[config.mk]
export PLATFORM = sky130hd
export DESIGN_NAME = program_loader
export DESIGN_NICKNAME = d
export VERILOG_FILES = /design/src/rtl/program_loader.sv
export SDC_FILE = /design/constraint.sdc
export NUM_CORES = 1
export LEC_CHECK = 0
export CORE_MARGIN = 2
export CORE_UTILIZATION = 57
export CTS_BUF_LIST = sky130_fd_sc_hd__clkbuf_8
export DETAILED_ROUTE_END_ITERATION = 10
export PLACE_DENSITY = 0.79
export SETUP_SLACK_MARGIN = 0.15
export SLEW_MARGIN = 20
export SYNTH_ARGS = -nofsm -noshare
export SYNTH_HDL_FRONTEND = slang
export SYNTH_SLANG_ARGS = --single-unit
[constraint.sdc]
create_clock -name clk -period 3.1 [get_ports clk]
set_clock_uncertainty 0.15 [all_clocks]
set_input_delay 0.465 -clock clk [delete_from_list [all_inputs] [get_ports clk]]
set_output_delay 0.465 -clock clk [all_outputs]
set_load 0.01 [all_outputs]
[src/rtl/program_loader.sv]
// Writer side of the instruction store: takes a length/bytes/checksum frame,
// writes the bytes from address 0, pads the rest with NOP and releases the CPU on success.
module program_loader #(
  parameter int ADDR_W = 4,
  parameter int DATA_W = 8,
  parameter int DEPTH  = 16
) (
  input  logic              clk,
  input  logic              rst_n,
  input  logic              start,
  input  logic              in_valid,
  input  logic [DATA_W-1:0] in_data,
  output logic              in_ready,
  output logic              wr_en,
  output logic [ADDR_W-1:0] wr_addr,
  output logic [DATA_W-1:0] wr_data,
  output logic              cpu_hold,
  output logic              done,
  output logic              error
);

  typedef enum logic [2:0] {
    S_IDLE,
    S_LEN,
    S_DATA,
    S_CSUM,
    S_FILL,
    S_DONE,
    S_ERR
  } state_t;

  localparam logic [DATA_W-1:0] DEPTH_D  = DATA_W'(DEPTH);
  localparam logic [ADDR_W:0]   LAST_IDX = (ADDR_W + 1)'(DEPTH - 1);

  state_t              state_q, state_d;
  logic [DATA_W-1:0]   len_q, len_d;
  logic [ADDR_W:0]     idx_q, idx_d;
  logic [DATA_W-1:0]   sum_q, sum_d;
  logic                in_ready_q, in_ready_d;
  logic                wr_en_q, wr_en_d;
  logic [ADDR_W-1:0]   wr_addr_q, wr_addr_d;
  logic [DATA_W-1:0]   wr_data_q, wr_data_d;
  logic                cpu_hold_q, cpu_hold_d;
  logic                done_q, done_d;
  logic                error_q, error_d;
  logic                xfer;

  assign xfer = in_valid && in_ready_q;

  always_comb begin
    state_d   = state_q;
    len_d     = len_q;
    idx_d     = idx_q;
    sum_d     = sum_q;
    wr_en_d   = 1'b0;
    wr_addr_d = wr_addr_q;
    wr_data_d = wr_data_q;

    case (state_q)
      S_IDLE, S_DONE, S_ERR: begin
        if (start) begin
          state_d = S_LEN;
          idx_d   = '0;
          sum_d   = '0;
        end
      end
      S_LEN: begin
        if (xfer) begin
          len_d = in_data;
          if (in_data != '0 && in_data <= DEPTH_D) state_d = S_DATA;
          else                                    state_d = S_ERR;
        end
      end
      S_DATA: begin
        if (xfer) begin
          wr_en_d   = 1'b1;
          wr_addr_d = idx_q[ADDR_W-1:0];
          wr_data_d = in_data;
          sum_d     = sum_q + in_data;
          idx_d     = idx_q + 1'b1;
          if (DATA_W'(idx_d) == len_q) state_d = S_CSUM;
        end
      end
      S_CSUM: begin
        if (xfer) begin
          if (in_data != sum_q)      state_d = S_ERR;
          else if (len_q == DEPTH_D) state_d = S_DONE;
          else                       state_d = S_FILL;
        end
      end
      S_FILL: begin
        wr_en_d   = 1'b1;
        wr_addr_d = idx_q[ADDR_W-1:0];
        wr_data_d = '0;
        idx_d     = idx_q + 1'b1;
        if (idx_q == LAST_IDX) state_d = S_DONE;
      end
      default: state_d = S_IDLE;
    endcase

    // Status flags are registered decodes of the next state so done and cpu_hold flip together.
    done_d     = (state_d == S_DONE);
    error_d    = (state_d == S_ERR);
    cpu_hold_d = (state_d != S_DONE);
    in_ready_d = (state_d == S_LEN) || (state_d == S_DATA) || (state_d == S_CSUM);
  end

  always_ff @(posedge clk or negedge rst_n) begin
    if (!rst_n) begin
      state_q    <= S_IDLE;
      len_q      <= '0;
      idx_q      <= '0;
      sum_q      <= '0;
      in_ready_q <= 1'b0;
      wr_en_q    <= 1'b0;
      wr_addr_q  <= '0;
      wr_data_q  <= '0;
      cpu_hold_q <= 1'b1;
      done_q     <= 1'b0;
      error_q    <= 1'b0;
    end else begin
      state_q    <= state_d;
      len_q      <= len_d;
      idx_q      <= idx_d;
      sum_q      <= sum_d;
      in_ready_q <= in_ready_d;
      wr_en_q    <= wr_en_d;
      wr_addr_q  <= wr_addr_d;
      wr_data_q  <= wr_data_d;
      cpu_hold_q <= cpu_hold_d;
      done_q     <= done_d;
      error_q    <= error_d;
    end
  end

  assign in_ready = in_ready_q;
  assign wr_en    = wr_en_q;
  assign wr_addr  = wr_addr_q;
  assign wr_data  = wr_data_q;
  assign cpu_hold = cpu_hold_q;
  assign done     = done_q;
  assign error    = error_q;

endmodule
======== Word level (Yosys, flattened, before mapping) ========
Index checks and enable logic that the tools add are counted.
operators by class
  $add $sub $neg .......................... 2
  $lt $le $gt $ge ......................... 1
  equal/unequal tests ..................... 18
  muxes and demuxes ....................... 22
  reduce and logical (&&, ||, !) cells .... 14
operators by type and width
  cell                                                                               count
  8-bit one-hot mux with 2 select lines                                              2
  8-bit two-way mux                                                                  3
  3-bit two-way mux                                                                  7
  3-bit == test (second input constant)                                              5
  3-bit one-hot mux with 5 select lines                                              1
  5-bit one-hot mux with 3 select lines                                              1
  3-bit by 2-bit == test with 1-bit output (second input constant)                   4
  5-bit two-way mux                                                                  2
  8-bit adder                                                                        1
  5-bit by 8-bit == test with 1-bit output                                           1
  8-bit by 5-bit == test with 1-bit output (second input constant)                   1
  8-bit by 5-bit less-or-equal comparator with 1-bit output (second input constant)  1
  8-bit != test                                                                      1
  4-bit one-hot mux with 2 select lines                                              1
  8-bit nonzero test                                                                 1
  3-bit by 1-bit == test with 1-bit output (second input constant)                   2
  3-bit AND reduction                                                                2
  5-bit by 1-bit adder with 5-bit output (second input constant)                     1
  5-bit by 4-bit == test with 1-bit output (second input constant)                   1
  4-bit two-way mux                                                                  1
  2-bit != test (second input constant)                                              2
  2-bit AND reduction                                                                2
  2-bit nonzero test                                                                 2
  3-bit zero test                                                                    1
  other kinds (8)                                                                    11
storage, ports and cells
  bits in registers ....................... 41
  input bits .............................. 12
  output and inout bits ................... 17
  logic and storage cells ................. 68

======== Logic depth before layout (Yosys ltp) ========
  depth after elaboration ................. 8
  depth in mapped cells ................... 8

======== Worst setup path after synthesis ========
OpenSTA, ideal clock, no wires.
  path kind ............................... reg-to-reg
  start point ............................. reg idx_q[0]
  end point ............................... reg cpu_hold_q, in the netlist cpu_hold
  setup time .............................. 88 ps
  arrival ................................. 1921 ps
  required time ........................... 2862 ps
  setup slack ............................. 941 ps
  cell stages (with the launch flop) ...... 9
  path through ............................ dfrtp_1 ha_1 and3_1 ha_1 xor2_1 nand4_1 and4b_1 nor3_1 or3_1
on the way
  word-level cells in the longest chain between the ends .. 6
  elaborated cells on any way between the ends .. 8
  those cells by class .................... add/sub: 1; eq/ne: 3; mux: 4
RTL lines
  what                                       RTL line  text
  start: declaration                         37        logic [ADDR_W:0] idx_q, idx_d;
  start signal: assignment                   124       idx_q <= idx_d;
  5-bit by 1-bit adder with 5-bit output     80        idx_d = idx_q + 1'b1;
  5-bit by 8-bit == test with 1-bit output   81        if (DATA_W'(idx_d) == len_q) state_d = S_CSUM;
  3-bit two-way mux                          81
  3-bit two-way mux                          75        if (xfer) begin
  3-bit one-hot mux with 5 select lines (*)  59        case (state_q)
  3-bit != test (*)                          104       cpu_hold_d = (state_d != S_DONE);
  net cpu_hold_d                             43        logic cpu_hold_q, cpu_hold_d;
  end signal: assignment                     130       cpu_hold_q <= cpu_hold_d;
  end: declaration                           43
The timed path passes the listed nets; every way through them passes the cells marked *.
A chain may end at the register's enable or synchronous reset.

======== Final worst setup path ========
  start point ............................. in in_data[0]
  end point ............................... reg sum_q[6]
on the way
  word-level cells in the longest chain between the ends .. 3
RTL lines
  what                                   RTL line  text
  start: declaration                     12        input logic [DATA_W-1:0] in_data,
  8-bit adder                            79        sum_d = sum_q + in_data;
  8-bit two-way mux                      75
  8-bit one-hot mux with 2 select lines  59
  end signal: assignment                 125       sum_q <= sum_d;
  end: declaration                       38        logic [DATA_W-1:0] sum_q, sum_d;
No other way between the ends. The select of a mux whose other input is x is not followed.

==> results.ini <==
[synth]
ys_async_sr_fraction_pct=100
ys_warn_count=0
syn-num-nets=223
ys_ff_latch=41
synth_top_area_cell=dfrtp_1
yosysMostFrequentCell=dfrtp_1
syn_inst=201
synth_common_cells=dfrtp_1 (40), nand2_1 (23), a22o_1 (11)
synth_edf_count=0
synth_cell_types=57
seq_area_frac_synth_pct=46.7
syn-cell-area_um2=2200
syn_area_per_cell_um2=10.9
ys.flop_type=dfrtp_1
synth_top_cell_area_share_pct=45.5
synth_area_leaders=dfrtp_1 (45%), ha_1 (5.1%), a22o_1 (4.4%)

[detailed_routing]
viasPerCell=6.07
drt_pass1_iterations=4
routedWlPerCell_um=17.2
num_vias=1693
drc_errors=0
wl_mm=4.79
postRouteAntennaNets=0
drt_iter0_drc=145

[global_route]
grt_pass1_vias=1766
grtUsageTotal_pct=25.4
grt_max_degree=42
grt_pass1_wl_mm=8.36
grt_antenna_before_repair=0
gr-total-overflow=0

[timing]
finalMaxSlewViolations=0
timing.final.crit_share_pct=81.0
final.setup.tns_ns=0
timing.final.ws_setup_ns=0.590
max_clock_freq_ghz=0.398
hold_viol=0
slew_headroom_pct=40.3
rsz0062_at_grt=no
tightest_slew_ns=0.895
setup_viol=0
fin_crit_ns=2.51

[floorplan]
chipWidth_um=66.1
dieHeight_um=66.1
initial_utilization_pct=59.7
die_area_um2=4370
io_pins=29
rows=22
coreArea_um2=3690

[cts]
clkTransAtPathRegs_ns=0.08
cts_max_level=2
cts_buffers=5
cts-root-buf=clkbuf_8
ctsHoldBuffers=0
postCtsSetupBuffers=0
cts_tree=done
ctsResizeCount=0
clkSinkCount=41
clk_latency_ns=0.29
cts.path.max_buffers=2

[final_layout]
nets=252
drive_gt1_share_pct=12.1
area.sequential_um2=1030
multi_input_area_um2=1110
n_fill_cell=290
utilization_pct=70.3
syn_to_final_growth_pct=17.7
diodes=0
stdcell_area_um2=2590

[critical_path]
path_buf_inv=1
critPathSlowestCell=clkdlybuf4s50_1
critPathMostFrequentCell=a21o_1
crit_family=adder cells
path_max_fanout=4
crit_arrival_ns=2.53
crit_chain=clkdlybuf4s50_1, ha_1, fa_1, a21o_1, a21o_1, a21oi_1, nor4b_1, nand3b_1
critPathRequiredTime_ns=3.12
end_kind=register
startpoint_type=primary input
path_class=primary input to register
max_stage_delay_ns=0.49

[place]
place_area_um2=2500
hpwlAfterDp_mm=3.44
io_buffers=28
place_ws_ns=0.330
gp_congestion=0.990

[pwr]
p_leak_uw=0.00117
irDropWorstVdd_v=0.000574
powerDensity_nw_per_um2=941

[min_path]
hp-class=primary input to asynchronous set/reset pin

[job]
maxCapViolations=0

[outcome]
status=finished clean

## layout make-up
cell class / instances / area share [%]
Clock buffer: 6 / 3.19
Sequential cell: 41 / 39.6
Tap cell: 48 / 2.32
Inverter: 7 / 1.01
Clock inverter: 2 / 0.435
Timing Repair Buffer: 28 / 10.6
Multi-Input combinational cell: 147 / 42.8
## sequential cells by signal, indices dropped and copies added (netlist names)
name	cells
done	1
cpu_hold	1
error	1
sum_q	8
state_q	3
wr_addr	4
wr_data	8
len_q	8
wr_en	1
in_ready	1
idx_q	5
## logic make-up after synthesis
| kind of cell | count (synthesis) | share of synthesized area, % |
|---|---|---|
| AND/OR/NAND/NOR | 64 | 16.5 |
| AO/OA/AOI/OAI | 51 | 17.5 |
| flip-flops | 41 | 46.7 |
| buffers and inverters | 13 | 2.96 |
| XOR/XNOR | 12 | 5.40 |
| adder cells (fa/ha/maj) | 11 | 6.48 |
| multiplexers | 9 | 4.55 |
## power breakdown
| part | internal [uW] | switching (uW) |
|---|---|---|
| registers | 752 | 194 |
| clock network | 178 | 184 |
| logic | 580 | 551 |
## cells in the final DEF, fill, tap and decap left out, drive strengths merged, types with 4 or more instances in the layout
cell	synthesis	layout
inv	6	7
nor3	5	5
nand2	23	23
xor2	5	5
nor2	8	8
mux2	8	8
a22o	12	12
clkdlybuf4s50	0	27
ha	9	9
o21ai	8	8
a21oi	9	9
xnor2	6	6
dfrtp	40	40
a21o	4	4
clkbuf	0	6
## metrics by stage
step	power (uW)	std cells	hold slack, ns
2_1_floorplan	1700	201	0.0194
3_3_place_gp	2020	271	0.307
3_5_place_dp	2070	271	0.315
4_1_cts	2440	279	0.176
5_1_grt	2620	279	0.195
6_report	2440	279	0.146
## worst paths after layout
| kind | from | endpoint | slack (ns) | depth (start not counted) |
|---|---|---|---|---|
| hold / removal | rst_n | state_q[0] | 0.15 | 1 |
| setup / recovery | in_data[0] | sum_q[6] | 0.59 | 8 |
| max in group asynchronous | rst_n | sum_q[2] | 2.10 | 1 |
| setup reg to reg | idx_q[0] | cpu_hold | 0.77 | 8 |
| min in group clk | wr_addr[1] | wr_addr[1] | 0.33 | 2 |
| hold reg to reg | wr_addr[1] | wr_addr[1] | 0.33 | 2 |
## metal layers
layer  wire [um]  GRT usage (%)
met5           0              0
met3         236           6.30
met1        2130           33.5
met2        2290           40.3
met4         134           10.2
Note: power is estimated with default switching activity, not from simulation.
